--- config.mk ---
export PLATFORM = sky130hd
export DESIGN_NAME = uart_boot_ctrl
export DESIGN_NICKNAME = d
export VERILOG_FILES = /design/src/rtl/uart_boot_ctrl.sv
export SDC_FILE = /design/constraint.sdc
export NUM_CORES = 1
export LEC_CHECK = 0
export BUFFER_PORTS_ARGS = -buffer_cell sky130_fd_sc_hd__buf_4
export CAP_MARGIN = 25
export CORE_MARGIN = 4
export CORE_UTILIZATION = 30
export CTS_BUF_LIST = sky130_fd_sc_hd__clkbuf_4 sky130_fd_sc_hd__clkbuf_8 sky130_fd_sc_hd__clkbuf_16
export DETAILED_ROUTE_END_ITERATION = 7
export GPL_TIMING_DRIVEN = 0
export PLACE_DENSITY = 0.46
export SETUP_SLACK_MARGIN = 0.02
export SKIP_CTS_REPAIR_TIMING = 1
export SLEW_MARGIN = 0
export SYNTH_ARGS = -nofsm -noshare
export SYNTH_HDL_FRONTEND = slang
export SYNTH_SLANG_ARGS = --single-unit
--- constraint.sdc ---
create_clock -name clk -period 2.6 [get_ports clk]
set_clock_uncertainty 0.05 [all_clocks]
set_input_delay 0.26 -clock clk [delete_from_list [all_inputs] [get_ports clk]]
set_output_delay 0.26 -clock clk [all_outputs]
set_load 0.01 [all_outputs]
--- src/rtl/uart_boot_ctrl.sv ---
// uart_boot_ctrl: assembles little-endian 32-bit words from a UART byte
// stream and writes them to consecutive ICCM word addresses. The stream ends
// with END_MARKER, which releases the core from reset.
// Optional build macro: UART_BOOT_CHECKSUM_EN. When it is defined, the word
// after END_MARKER must equal the mod-2^32 sum of all written words.
module uart_boot_ctrl #(
  parameter int unsigned ADDR_W     = 13,
  parameter logic [31:0] END_MARKER = 32'h0000_0FFF
) (
  input  logic              clk,
  input  logic              rst_l,
  input  logic              rx_valid,
  input  logic [7:0]        rx_byte,
  output logic              mem_we,
  output logic [ADDR_W-1:0] mem_addr,
  output logic [31:0]       mem_wdata,
  input  logic              mem_ready,
  output logic              core_rst_l,
  output logic              prog_done,
  output logic              err,
  output logic [1:0]        err_code
);

  typedef enum logic [2:0] {IDLE, RECV, WRITE, DONE, ERROR} state_t;

  localparam logic [1:0]        ERR_OVERFLOW  = 2'd1;
  localparam logic [1:0]        ERR_ADDR_FULL = 2'd2;
`ifdef UART_BOOT_CHECKSUM_EN
  localparam logic [1:0]        ERR_CHECKSUM  = 2'd3;
`endif
  localparam logic [ADDR_W-1:0] ADDR_MAX      = '1;

  state_t              state_q, state_d;
  logic [1:0]          byte_cnt_q, byte_cnt_d;
  logic [23:0]         asm_q, asm_d;
  logic                addr_full_q, addr_full_d;
  logic                mem_we_d;
  logic [ADDR_W-1:0]   mem_addr_d;
  logic [31:0]         mem_wdata_d;
  logic                core_rst_l_d, prog_done_d, err_d;
  logic [1:0]          err_code_d;
  logic                accept;
  logic [31:0]         word;
`ifdef UART_BOOT_CHECKSUM_EN
  logic [31:0]         sum_q, sum_d;
  logic                csum_phase_q, csum_phase_d;
`endif

  // Word completed by the byte arriving now (valid only on the 4th byte).
  assign word = {rx_byte, asm_q};

  // State and output registers; reset clears everything including any pending write.
  always_ff @(posedge clk or negedge rst_l) begin
    if (!rst_l) begin
      state_q      <= IDLE;
      byte_cnt_q   <= '0;
      asm_q        <= '0;
      addr_full_q  <= 1'b0;
      mem_we       <= 1'b0;
      mem_addr     <= '0;
      mem_wdata    <= '0;
      core_rst_l   <= 1'b0;
      prog_done    <= 1'b0;
      err          <= 1'b0;
      err_code     <= '0;
`ifdef UART_BOOT_CHECKSUM_EN
      sum_q        <= '0;
      csum_phase_q <= 1'b0;
`endif
    end else begin
      state_q      <= state_d;
      byte_cnt_q   <= byte_cnt_d;
      asm_q        <= asm_d;
      addr_full_q  <= addr_full_d;
      mem_we       <= mem_we_d;
      mem_addr     <= mem_addr_d;
      mem_wdata    <= mem_wdata_d;
      core_rst_l   <= core_rst_l_d;
      prog_done    <= prog_done_d;
      err          <= err_d;
      err_code     <= err_code_d;
`ifdef UART_BOOT_CHECKSUM_EN
      sum_q        <= sum_d;
      csum_phase_q <= csum_phase_d;
`endif
    end
  end

  // Next-state logic: byte capture, write completion and word dispatch.
  always_comb begin
    state_d      = state_q;
    byte_cnt_d   = byte_cnt_q;
    asm_d        = asm_q;
    addr_full_d  = addr_full_q;
    mem_we_d     = mem_we;
    mem_addr_d   = mem_addr;
    mem_wdata_d  = mem_wdata;
    core_rst_l_d = core_rst_l;
    prog_done_d  = prog_done;
    err_d        = err;
    err_code_d   = err_code;
`ifdef UART_BOOT_CHECKSUM_EN
    sum_d        = sum_q;
    csum_phase_d = csum_phase_q;
`endif

    accept = rx_valid && (state_q == IDLE || state_q == RECV || state_q == WRITE);

    if (accept) begin
      byte_cnt_d = byte_cnt_q + 2'd1;
      case (byte_cnt_q)
        2'd0:    asm_d[7:0]   = rx_byte;
        2'd1:    asm_d[15:8]  = rx_byte;
        2'd2:    asm_d[23:16] = rx_byte;
        default: asm_d        = '0;
      endcase
    end

    if (state_q == IDLE && rx_valid) state_d = RECV;

    // Write completion runs before dispatch so a word finishing in the same
    // cycle sees the freed output register and the updated address.
    if (state_q == WRITE && mem_ready) begin
      mem_we_d = 1'b0;
      state_d  = RECV;
      if (mem_addr == ADDR_MAX) addr_full_d = 1'b1;
      else                      mem_addr_d  = mem_addr + ADDR_W'(1);
    end

    if (accept && byte_cnt_q == 2'd3) begin
      if (state_q == WRITE && !mem_ready) begin
        state_d    = ERROR;
        mem_we_d   = 1'b0;
        err_d      = 1'b1;
        err_code_d = ERR_OVERFLOW;
      end
`ifdef UART_BOOT_CHECKSUM_EN
      else if (csum_phase_q) begin
        if (word == sum_q) begin
          state_d      = DONE;
          prog_done_d  = 1'b1;
          core_rst_l_d = 1'b1;
        end else begin
          state_d    = ERROR;
          err_d      = 1'b1;
          err_code_d = ERR_CHECKSUM;
        end
      end
`endif
      else if (word == END_MARKER) begin
`ifdef UART_BOOT_CHECKSUM_EN
        csum_phase_d = 1'b1;
`else
        state_d      = DONE;
        prog_done_d  = 1'b1;
        core_rst_l_d = 1'b1;
`endif
      end else if (addr_full_d) begin
        state_d    = ERROR;
        mem_we_d   = 1'b0;
        err_d      = 1'b1;
        err_code_d = ERR_ADDR_FULL;
      end else begin
        state_d     = WRITE;
        mem_we_d    = 1'b1;
        mem_wdata_d = word;
`ifdef UART_BOOT_CHECKSUM_EN
        sum_d       = sum_q + word;
`endif
      end
    end
  end

endmodule

==> impl_metrics.ini, run 1 <==
[sta]
setup-violations-final = 0
drv_slew = 0
rsz0062_at_grt = false
report.final.hold_viol_count = 0
fin_hold_ws_ns = 0.151
fin_ws_ns = 0.201
min_period_ns = 2.40
max_freq_ghz = 0.417
finalCritPeriodShare_pct = 92.3
timing.slew.headroom_pct = 40.6
tightest_slew_ns = 0.884

[global_route]
grt_pass1_vias = 2464
antenna_found_initial = 0
grt_max_degree = 49
grt-busiest-layer = met2
grt_pass1_wl_um = 13200
use_met2_pct = 19.1
overflow = 0
globalRouteMet3Util_pct = 5.03
track_usage_pct = 12.8
grt_use_met1_pct = 16.9

[route]
wl_per_cell_um = 15.4
ant_nets = 0
drc = 0
vias = 2366
wirelength_um = 7910
first_pass_iters = 4
via_per_inst = 4.59
first_iter_violations = 62

[logic_synthesis]
synth-seq-cells = 80
synth_edf_count = 0
synth.area.top_cells = dfrtp_1, mux2_4, nand2_1, nand3_1, ha_1
async_reset_ff_share_pct = 100
syn_inst = 291
synth_top_cell_by_area = dfrtp_1
avgSynthCellArea_um2 = 12.1
yosysWarningCount = 0
ys.flop_type = dfrtp_1
synth_seq_area_share_pct = 57.0
synth_top_cell_area_share_pct = 57.0
netlist_area_um2 = 3510
syn_nets = 308
synthDistinctLibCells = 37

[power_and_ir_drop]
max-vdd-ir-drop_mv = 0.517
power_density_nw_per_um2 = 1020
p_leak_nw = 2.34

[final_layout]
layout_commonest_cell = dfrtp_1
synthToLayoutAreaGrowth_pct = 27.6
drive_above_1_share_pct = 33.1
layout_common_cells = dfrtp_1, buf_4, nand2_1, mux2_4, nand3_1
design_area_um2 = 4480
fin_util_pct = 39.3
nFillCells = 1164
register_area_um2 = 2000
stdcell_count = 515
diodes = 0
multi_input_area_um2 = 1410
fin_nets = 385

[die]
start_util_pct = 30.8
die-area_um2 = 13500
die_h_um = 116
die_x_um = 116
ioPinCount = 63
core_area_um2 = 11400
rows = 39

[setup_path]
critical_path.top_delay_family = simple AND/OR/NAND/NOR gates
cp_data_required_time_ns = 2.76
max_stage_delay_ns = 0.54
worstSetupPathType = reg -> reg
cp_num_cells = 7
cp-end-kind = flip-flop
path_cells = or4b_1 > nor4_2 > nand4_1 > buf_4 > nand4_4 > buf_12 > mux2_4
cp.arrival_ns = 2.56
cp_slowest_cell = or4b_1
ff2ff_path_depth = 7
crit_path_start_kind = flip-flop
path_buf_inv = 2
path_max_fanout = 10

[placement]
place_area_um2 = 4190
gp_congestion = 0.757
dp_hpwl_um = 5660
dpl.cell_count = 497
numPortBuffers = 62
place_ws_ns = -0.173

[clock_network]
cts_max_path_buffers = 2
root_buffer = clkbuf_16
cts_tree = built
clk_pin_slew_ns = 0.06
clock-sinks = 80
cts_max_level = 3
clk_latency_ns = 0.33
cts_made_buffers = 9

[worst_hold_path]
hold_class = in -> reg
min_path_cells = 3

[flow_run]
maxCapViolCount = 0

[outcome]
status = complete, no violations
[per-stage QoR]
| stage | setup TNS [ns] | total power [mW] |
|---|---|---|
| floorplan | 0 | 2.86 |
| global placement | -4.12 | 3.47 |
| detailed placement | -4.83 | 3.50 |
| CTS | -4.94 | 4.66 |
| global route | 0 | 4.93 |
| finish | 0 | 4.57 |
[flip-flops by register name, summed over array words and instances, names as in the netlist]
register     cells
mem_wdata       32
asm_q           24
mem_addr        13
state_q          3
byte_cnt_q       2
err_code         2
addr_full_q      1
err              1
mem_we           1
prog_done        1
[logic make-up after synthesis]
family | synth area share, %
XOR/XNOR | 2.49
adder cells (fa/ha/maj) | 1.78
multiplexers | 14.0
AND/OR/NAND/NOR | 18.3
buffers and inverters | 3.31
flip-flops | 57.0
AO/OA/AOI/OAI | 3.17
[final timing paths]
kind,to,start,slack [ns]
min in group asynchronous,mem_wdata[15]$_DFFE_PN0P_,rst_l,0.37
setup / recovery,mem_wdata[29]$_DFFE_PN0P_,asm_q[15]$_DFFE_PN0P_,0.20
max in group asynchronous,mem_wdata[2]$_DFFE_PN0P_,rst_l,1.53
hold / removal,asm_q[17]$_DFFE_PN0P_,rx_byte[1],0.15
hold reg to reg,asm_q[15]$_DFFE_PN0P_,asm_q[15]$_DFFE_PN0P_,0.44
setup reg to reg,mem_wdata[29]$_DFFE_PN0P_,asm_q[15]$_DFFE_PN0P_,0.20
[worst register-to-register path, cell delays in order (launching register included)]
cell	delay, ns
dfrtp_1	0.39
or4b_1	0.54
nor4_2	0.32
nand4_1	0.14
buf_4	0.18
nand4_4	0.19
buf_12	0.18
mux2_4	0.30
[layout make-up]
class	instances	area share, %
Sequential cell	80	44.7
Multi-Input combinational cell	194	31.3
Timing Repair Buffer	66	11.6
Clock buffer	11	5.36
Tap cell	143	3.99
Buffer	10	2.01
Inverter	7	0.586
Clock inverter	4	0.502
[power breakdown]
part	switching [mW]	internal, mW	leakage, nW
clock	0.468	0.657	0.132
sequential	0.280	1.62	1.05
combinational	0.716	0.832	1.15
[per-layer routing]
metal | vias up | part of all wire, %
li1 | 1168 | -
met1 | 1135 | 47
met2 | 53 | 45
met3 | 10 | 5.8
met4 | 0 | 2.3
met5 | - | 0
[synthesized netlist by cell type, types with 3 or more instances]
library cell  count
dfrtp_1          80
nand2_1          55
mux2_4           29
nand3_1          27
nand4_1           9
inv_1             7
nor2_1            7
xnor2_1           7
clkbuf_1          6
a21oi_1           5
ha_1              5
mux2_2            5
nor4_1            5
nor3_1            4
or3_1             4
buf_12            3
nand2b_1          3
o21a_1            3
o21ai_0           3
xor2_1            3
Power figures use the tool's default switching activity.
==> run 2: changes to the inputs <==
--- a/config.mk
+++ b/config.mk
@@ -5,6 +5,7 @@
 export SDC_FILE = /design/constraint.sdc
 export NUM_CORES = 1
 export LEC_CHECK = 0
+export ABC_AREA = 1
 export BUFFER_PORTS_ARGS = -buffer_cell sky130_fd_sc_hd__buf_4
 export CAP_MARGIN = 25
 export CORE_MARGIN = 4
==> impl_metrics.ini, run 2 <==
[outcome]
status = complete, no violations

[logic_synthesis]
synth_top_cell_by_area = dfrtp_1
synth_edf_count = 0
avgSynthCellArea_um2 = 8.52
synth.area.top_cells = dfrtp_1, nand2_1, nand3_1, inv_1, o21ai_0
synth-seq-cells = 80
ys.flop_type = dfrtp_1
synth_most_common_cell = nand2_1
async_reset_ff_share_pct = 100
netlist_area_um2 = 3660
syn_nets = 446
synth_seq_area_share_pct = 54.8
synthTopCellsByCount = nand2_1, dfrtp_1, nand3_1
synthDistinctLibCells = 29
yosysWarningCount = 0
syn_inst = 429
synth_top_cell_area_share_pct = 54.8

[setup_path]
cp-end-kind = flip-flop
cp.arrival_ns = 2.19
cp_data_required_time_ns = 2.82
crit_path_start_kind = flip-flop
worstSetupPathType = reg -> reg
path_max_fanout = 10

[sta]
drv_slew = 0
tns_ns = 0
rsz0062_at_grt = false
report.final.hold_viol_count = 0
setup-violations-final = 0
fin_ws_ns = 0.631
timing.slew.headroom_pct = 60.8
max_freq_ghz = 0.508
finalCritPeriodShare_pct = 75.7
min_period_ns = 1.97
tightest_slew_ns = 0.586

[worst_hold_path]
hold_class = in -> reg

[final_layout]
synthToLayoutAreaGrowth_pct = 27.7
layout_common_cells = nand2_1, dfrtp_1, nand3_1, buf_4, inv_1
fin_nets = 521
stdcell_count = 656
diodes = 0
largest_registers = mem_wdata (32), asm_q (24), mem_addr (13)
regMostFlops = mem_wdata
layout_commonest_cell = nand2_1
register_area_um2 = 2000
drive_above_1_share_pct = 21.2
nFillCells = 1235
largest_register_ffs = 32
multi_input_area_um2 = 1390

[die]
rows = 40
die-area_um2 = 14000
core_area_um2 = 12000
ioPinCount = 63
die_h_um = 118
die_x_um = 118
start_util_pct = 30.6

[power_and_ir_drop]
p_sw_mw = 0.564
power.internal_mw = 2.14
p_total_mw = 2.70
seqPwrFrac_pct = 46.1
p_leak_nw = 2.54
power_density_nw_per_um2 = 579
swShare_pct = 20.9
clkPwrFrac_pct = 51.6
max-vdd-ir-drop_mv = 0.328
pwr-share-comb_pct = 2.4

[route]
first_pass_iters = 4
first_iter_violations = 137
vias = 2965
wl_per_cell_um = 13.9
wirelength_um = 9130
ant_nets = 0
via_per_inst = 4.52
drc = 0

[global_route]
grt_pass1_wl_um = 15400
grt_pass1_vias = 2940
antenna_found_initial = 0
overflow = 0
grt_max_degree = 45
track_usage_pct = 13.9

[placement]
dp_hpwl_um = 6500
numPortBuffers = 62
dpl.cell_count = 639
gp_congestion = 0.773
place_ws_ns = 0.637

[clock_network]
cts_tree = built
clock-sinks = 80
root_buffer = clkbuf_16
cts_max_path_buffers = 2
cts_made_buffers = 9
cts_max_level = 3
clk_pin_slew_ns = 0.07
clk_latency_ns = 0.35

[flow_run]
maxCapViolCount = 0
## run 2: cell types whose count changed in the layout (fill, tap and decap cells not counted), sizes merged, moves of 3 or more
cell    previous run  this run
buf               69        76
inv                7        44
mux2              34         0
nand2             55       140
nand2b             3         0
nand3             27        67
nand4             10         3
nor2               7        21
nor4               5         1
o21a               3         0
o21ai              3        27
or3                4         0
xor2               3         6
## run 2: power by group through the flow
stage | combinational, mW | sequential, mW | clock [mW]
floorplan | 0.00546 | 1.27 | 0
global placement | 0.0599 | 1.27 | 0
detailed placement | 0.0655 | 1.27 | 0
CTS | 0.0658 | 1.25 | 1.44
global route | 0.0717 | 1.25 | 1.49
finish | 0.0638 | 1.25 | 1.39
## run 2: kinds of logic after synthesis
kind of cell | share of synthesized area (%)
AOI/OAI and AO/OA | 4.62
xor gates and xnor gates | 2.64
adders and majority gates | 1.71
buffers and inverters | 7.26
DFF | 54.8
and+or+nand+nor | 29.0
## run 2: layout make-up
cell class | instances | share of cell area (%)
buffer | 17 | 2.14
clock buffer | 11 | 5.28
clock inverter | 5 | 1.71
inverter | 44 | 3.54
multi-input combinational | 288 | 29.7
sequential | 80 | 42.9
tap | 147 | 3.94
timing repair buffer | 64 | 10.8
## run 2: per-layer routing
layer	part of all wire, %	global-route usage, %	up-vias
li1	-	-	1511
met2	45	21.0	66
met3	5.7	5.69	13
met4	1.7	4.71	0
met5	0	0	-
met1	47	17.9	1375
## run 2: worst max-delay path: stages, from the launching register on
cell and delay (ns):
dfrtp_1 0.38, inv_1 0.10, ha_1 0.20, clkbuf_1 0.23, nor3_2 0.46, buf_2 0.29, nand3_1 0.09, o21ai_1 0.09
## run 2: final timing paths
check,from,end,slack [ns],cells after the start
min in group asynchronous,rst_l,mem_wdata[31]$_DFFE_PN0P_,0.38,2
max in group asynchronous,rst_l,addr_full_q$_DFF_PN0_,1.52,3
worst min-delay path,rx_byte[4],asm_q[4]$_DFFE_PN0P_,0.15,3
worst max-delay path,byte_cnt_q[0]$_DFFE_PN0P_,asm_q[18]$_DFFE_PN0P_,0.63,7
worst max register to register,byte_cnt_q[0]$_DFFE_PN0P_,asm_q[18]$_DFFE_PN0P_,0.63,7
worst min register to register,mem_wdata[15]$_DFFE_PN0P_,mem_wdata[15]$_DFFE_PN0P_,0.42,2
## run 2: through the flow
stage               instance area, µm²  hold slack (ns)  util [%]
CTS                               4660           -0.162      39.0
global placement                  4310            0.406      36.0
floorplan                         3660          -0.0856         -
finish                            4670            0.151      39.0
detailed placement                4330            0.214      36.2
global route                      4670            0.141      39.0
